===== src/rtl/decode_execute_ctrl_stage.sv =====
// Decode-to-execute control register with branch/jump resolution and a one-edge kill after a redirect.
// Optional feature macro: DECODE_EXECUTE_REDIRECT_CNT_EN adds the redirectCnt output.
module decode_execute_ctrl_stage #(
    parameter int CNT_W = 32
) (
    input  logic             clk,
    input  logic             rst,
    input  logic             regWriteD,
    input  logic             memWriteD,
    input  logic             ALUSrcD,
    input  logic             luiD,
    input  logic [1:0]       resultSrcD,
    input  logic [1:0]       jumpD,
    input  logic [2:0]       branchD,
    input  logic [2:0]       ALUControlD,
    input  logic             stallE,
    input  logic             flushE,
    input  logic             zeroE,
    input  logic             ltE,
    output logic             regWriteE,
    output logic             memWriteE,
    output logic             ALUSrcE,
    output logic             luiE,
    output logic [1:0]       resultSrcE,
    output logic [1:0]       jumpE,
    output logic [2:0]       branchE,
    output logic [2:0]       ALUControlE,
    output logic             validE,
    output logic [1:0]       pcSrcE,
`ifdef DECODE_EXECUTE_REDIRECT_CNT_EN
    output logic [CNT_W-1:0] redirectCnt,
`endif
    output logic             redirectE
);

    typedef struct packed {
        logic       reg_write;
        logic       mem_write;
        logic       alu_src;
        logic       lui;
        logic [1:0] result_src;
        logic [1:0] jump;
        logic [2:0] branch;
        logic [2:0] alu_ctrl;
    } ctrl_t;

    localparam logic [2:0] BR_BEQ   = 3'b001;
    localparam logic [2:0] BR_BNE   = 3'b010;
    localparam logic [2:0] BR_BLT   = 3'b011;
    localparam logic [2:0] BR_BGE   = 3'b100;
    localparam logic [1:0] JMP_JAL  = 2'b01;
    localparam logic [1:0] JMP_JALR = 2'b10;

    if (CNT_W < 1) begin : g_cnt_w_invalid
    end

    ctrl_t      w_ctrl_d;
    ctrl_t      r_ctrl;
    logic       r_valid;
    logic       r_kill;
    logic       w_taken;
    logic [1:0] w_pc_src;
    logic       w_redirect;
    logic       w_redirect_accept;

    assign w_ctrl_d = '{reg_write: regWriteD, mem_write: memWriteD, alu_src: ALUSrcD,
                        lui: luiD, result_src: resultSrcD, jump: jumpD,
                        branch: branchD, alu_ctrl: ALUControlD};

    // Flush outranks the pending kill, which outranks stall: a killed slot must drain even while stalled.
    always_ff @(posedge clk) begin
        // NOTE: state registers use non-blocking assignments so every register samples pre-edge values.
        if (rst) begin
            r_ctrl  <= '0;
            r_valid <= 1'b0;
        end else if (flushE || r_kill) begin
            r_ctrl  <= '0;
            r_valid <= 1'b0;
        end else if (!stallE) begin
            r_ctrl  <= w_ctrl_d;
            r_valid <= 1'b1;
        end
    end

    // A redirect only counts once the stage can advance; while stalled it is simply held.
    assign w_redirect_accept = w_redirect && !stallE;

    always_ff @(posedge clk) begin
        if (rst) begin
            r_kill <= 1'b0;
        end else begin
            r_kill <= w_redirect_accept;
        end
    end

    always_comb begin
        // NOTE: default assignment first so no path leaves w_taken unassigned (no latch).
        w_taken = 1'b0;
        unique case (r_ctrl.branch)
            BR_BEQ:  w_taken = zeroE;
            BR_BNE:  w_taken = !zeroE;
            BR_BLT:  w_taken = ltE;
            BR_BGE:  w_taken = !ltE;
            default: w_taken = 1'b0;
        endcase
    end

    // Reserved branch/jump encodings fall through to sequential fetch.
    always_comb begin
        w_pc_src = 2'b00;
        if (!rst && r_valid) begin
            if (r_ctrl.jump == JMP_JALR) begin
                w_pc_src = 2'b10;
            end else if (r_ctrl.jump == JMP_JAL || w_taken) begin
                w_pc_src = 2'b01;
            end
        end
    end

    assign w_redirect = |w_pc_src;

`ifdef DECODE_EXECUTE_REDIRECT_CNT_EN
    logic [CNT_W-1:0] r_redirect_cnt;

    always_ff @(posedge clk) begin
        if (rst) begin
            r_redirect_cnt <= '0;
        end else if (w_redirect_accept) begin
            r_redirect_cnt <= r_redirect_cnt + 1'b1;
        end
    end

    assign redirectCnt = r_redirect_cnt;
`endif

    assign regWriteE   = r_ctrl.reg_write;
    assign memWriteE   = r_ctrl.mem_write;
    assign ALUSrcE     = r_ctrl.alu_src;
    assign luiE        = r_ctrl.lui;
    assign resultSrcE  = r_ctrl.result_src;
    assign jumpE       = r_ctrl.jump;
    assign branchE     = r_ctrl.branch;
    assign ALUControlE = r_ctrl.alu_ctrl;
    assign validE      = r_valid;
    assign pcSrcE      = w_pc_src;
    assign redirectE   = w_redirect;

endmodule


===== config.mk =====
export PLATFORM = sky130hd
export DESIGN_NAME = decode_execute_ctrl_stage
export DESIGN_NICKNAME = d
export VERILOG_FILES = /design/src/rtl/decode_execute_ctrl_stage.sv
export SDC_FILE = /design/constraint.sdc
export NUM_CORES = 1
export LEC_CHECK = 0
export ABC_AREA = 0
export CORE_AREA = 2 2 41 50
export CTS_BUF_LIST = sky130_fd_sc_hd__clkbuf_8
export CTS_CLUSTER_SIZE = 24
export DETAILED_ROUTE_END_ITERATION = 8
export DIE_AREA = 0 0 43 52
export PLACE_DENSITY = 0.84
export SETUP_SLACK_MARGIN = 0.4
export SYNTH_ARGS = -nofsm -noshare
export SYNTH_HDL_FRONTEND = slang
export SYNTH_SLANG_ARGS = --single-unit

===== constraint.sdc =====
create_clock -name clk -period 3.3 [get_ports clk]
set_input_delay 0.66 -clock clk [delete_from_list [all_inputs] [get_ports clk]]
set_output_delay 0.66 -clock clk [all_outputs]
set_load 0.02 [all_outputs]

==> results.txt <==
* Run status: completed
- The congestion estimate from routability-driven global placement came to roughly 0.65.
* Clk_lat worst skew: 0.25 ns
- Number of failing setup endpoints in the final timing report: 0
- Per-instance average area after synthesis: between 10 and 15 um^2
- Number of cells on the worst hold path: 2
- Kind of critical path: in2out
- Layout cells sized above 1: 0.109
* Crit path required time: 2.64 ns
- The floorplan step defined a die boundary enclosing 0.00224 mm^2.
- Leakage power figure: ~0.44 nW
* Critical Path AT: roughly 2.2 ns
- Maximum VDD drop: about 0.27 mV
- Post-route insts no fill: 120
- In this run the tightest slew margin relative to its limit is 0.431.
- After clock tree synthesis, the clock-pin slew on the worst setup and hold paths is approximately 0.060 ns.
- For this run, the number of Yosys warnings is 0.
- Post-CTS timing repair inserted 0 buffers for setup.
- In this run, placement finished with an instance count of approximately 120.
- Area Growth Syn to Fin: 68.5%
- Entering global routing, the biggest net connects 17 pins.
- Setup total negative slack on the finished layout was measured at 0 ns.
* DRC violation total after the first TritonRoute iteration: 2
- Die Y: around 52 um
- Period Utilization, post-route: 0.861
* Mapped cell area: around 660 um^2
- After detailed routing, the average wire length per cell comes to between 10 and 15 um.
- Max clock buf depth: 2
- Setup repair after global routing left no endpoint under its margin.
* Pwr/cell area: ~400 mW/mm^2
- Worst Hold Path EP: validE
* Maximum capacitance violations: 0
- Initial cell density of the core: 0.372
- Using the TritonRoute via totals, the vias-per-cell ratio works out to about 4.8.
* Total power: about 450 uW
- The initial antenna violation count came to 0.
- The clock drives 16 sinks.
* Sum of routed wire length over all layers: between 1500 and 2000 um
- The endpoint identified for the worst register-to-register timing path is r_kill.
- In the global route stage, overall resource usage came out at 0.163.
* Number of distinct library cells after synthesis: 17
- Based on the critical path, the design can be clocked at up to approximately 350 MHz.
* Root cell of the clock tree: clkbuf_8
* Number of top-level pins: 38
- Placeable core region: about 0.0018 mm^2
* Sequential-to-total area share from yosys stat: 0.482
- The count of final hold-check violations is 0.
* First-pass GRT wire length: about 2700 um
- Of the total synthesized cell area, the portion taken by AND, OR, NAND and NOR gates is 0.169.
* Final layout net count: 122
- Post-DRT Antenna Nets: 0
- Cell row count: 17
- In this run the most critical hold path is launched from validE.
- In this run the tool buffered the top-level ports with 37 buffer cells.
- After synthesis, the share of cell area in mux cells is 0.234.
* Cts bufs inserted: 3
* Diodes inserted: 0
- First-pass iteration count of the detailed router: 2
- Counting cells, the worst reg-to-reg path comes to 4.
* XOR/XNOR share of the synthesized area: 0.0132
- For the pin with the worst max-slew slack, the measured transition is between 0.8 and 0.9 ns.
- Synth Net Count: 84
- Worst min-delay path class: reg2reg
- The worst setup path is captured at an output pin.
- Pins Over Slew Limit: 0
- Area share of fa/ha/maj cells after synthesis: 0.0151
- Global route total overflow: 0
- For flop-to-flop paths, the worst setup slack is roughly 1.8 ns.
- Number of flip-flops and latches in the synthesized netlist: 16
- STA classifies the critical path startpoint as an input pin.
- Top fanout value on the critical path: 2
- After detailed routing, the number of remaining DRC violations is 0.
- The via count of the first global-routing pass is 618.
- Final critical-path required period: 2.84 ns
- Compound-Gate Fraction of Synth Area: 0.0433
* Startpoint of the worst-slack reg-to-reg timing path: branchE[1]
- Final setup skew: 0.00230 ns
- TritonCTS clock tree: yes
- The cell count after synthesis came out at 64.
- Largest family of logic cells by synthesized area: multiplexers
* Die width: roughly 43 um
- In this run the number of H-tree levels came out at 1.
- Summing over every cut layer, the via total after detailed routing is just under 600.
[power by group]
part / internal, mW / switching, mW / total, mW
sequential: 0.200 / 0.00616 / 0.206
clock: 0.106 / 0.0645 / 0.170
combinational: 0.0447 / 0.0296 / 0.0743
total: 0.350 / 0.100 / 0.450
[cell usage in the layout (no fill, tap or decap), types with 2 or more instances in the layout]
master            n
clkdlybuf4s50_1  35
dfxtp_1          16
nor2_1           15
mux2i_1          14
clkbuf_8          4
inv_1             3
nor4b_4           2
[cell type report]
class                   instances  area, um^2
fillers                       166         667
repair buffers                 37         364
multi-input cells              41         345
flip-flops and latches         16         320
clock buffers                   4        55.1
well taps                      19        23.8
inverters                       3        11.3
[kinds of logic after synthesis]
family | Yosys count
fa+ha+maj | 1
compound gates | 3
simple gates | 21
flops | 16
buf+inv | 7
mux | 15
xor+xnor | 1
[metal layers]
layer | vias up | global-route usage | wire length (um)
li1 | 286 | - | -
met3 | 4 | 0.0521 | 121
met4 | 0 | 0.0909 | 26
met2 | 26 | 0.290 | 888
met5 | - | 0 | 0
met1 | 262 | 0.166 | 602
[state kept, by name, indices dropped and copies added, names as in the netlist]
name / cells
jumpE: 2
r_kill: 1
ALUSrcE: 1
regWriteE: 1
memWriteE: 1
ALUControlE: 3
luiE: 1
branchE: 3
validE: 1
resultSrcE: 2
[how the worst max path moves through the flow]
stage,startpoint,slack (ns),depth (start not counted),to
after global placement,zeroE,0.15,6,pcSrcE[0]
after detailed placement,ltE,0.07,6,pcSrcE[0]
final,zeroE,0.46,5,redirectE
after global routing,zeroE,0.40,5,redirectE
after CTS,zeroE,0.31,6,pcSrcE[0]
after floorplan,ltE,1.01,4,pcSrcE[0]
[critical path, cell delays in order]
cell,delay (ns)
clkdlybuf4s50_1,0.46
mux2_4,0.31
a311oi_4,0.31
a21oi_2,0.11
dlygate4sd2_1,0.33
[through the flow]
step	cell area, um^2	setup WS (ns)	util	hold WS (ns)
6_report	1120	0.459	0.627	0.475
5_1_grt	1120	0.405	0.627	0.500
4_1_cts	1090	0.314	0.612	0.479
3_5_place_dp	1040	0.0740	0.583	0.470
3_3_place_gp	1040	0.147	0.583	0.459
2_1_floorplan	664	1.01	-	0.538
[timing repair]
| item | in CTS | in global routing |
|---|---|---|
| resized for setup | 2 | 6 |
| hold buffers | 0 | 0 |
| pin swaps | 0 | 2 |
| setup endpoints to repair | 2 | 2 |
[cell usage after synthesis]
master    number  area, um^2
maj3_1         1        10.0
nor3b_1        1        7.51
xnor2_1        1        8.76
clkbuf_1       2        7.51
a21oi_1        1        5.00
mux2_4         1        15.0
mux2i_1       14         140
or3_1          1        6.26
nand2b_1       1        6.26
nor2_1        15        56.3
a311oi_2       1        15.0
buf_2          2        10.0
nor2b_1        1        6.26
dfxtp_1       16         320
nor4b_2        2        30.0
inv_1          3        11.3
a21oi_2        1        8.76
(Power assumes the default switching activity.)
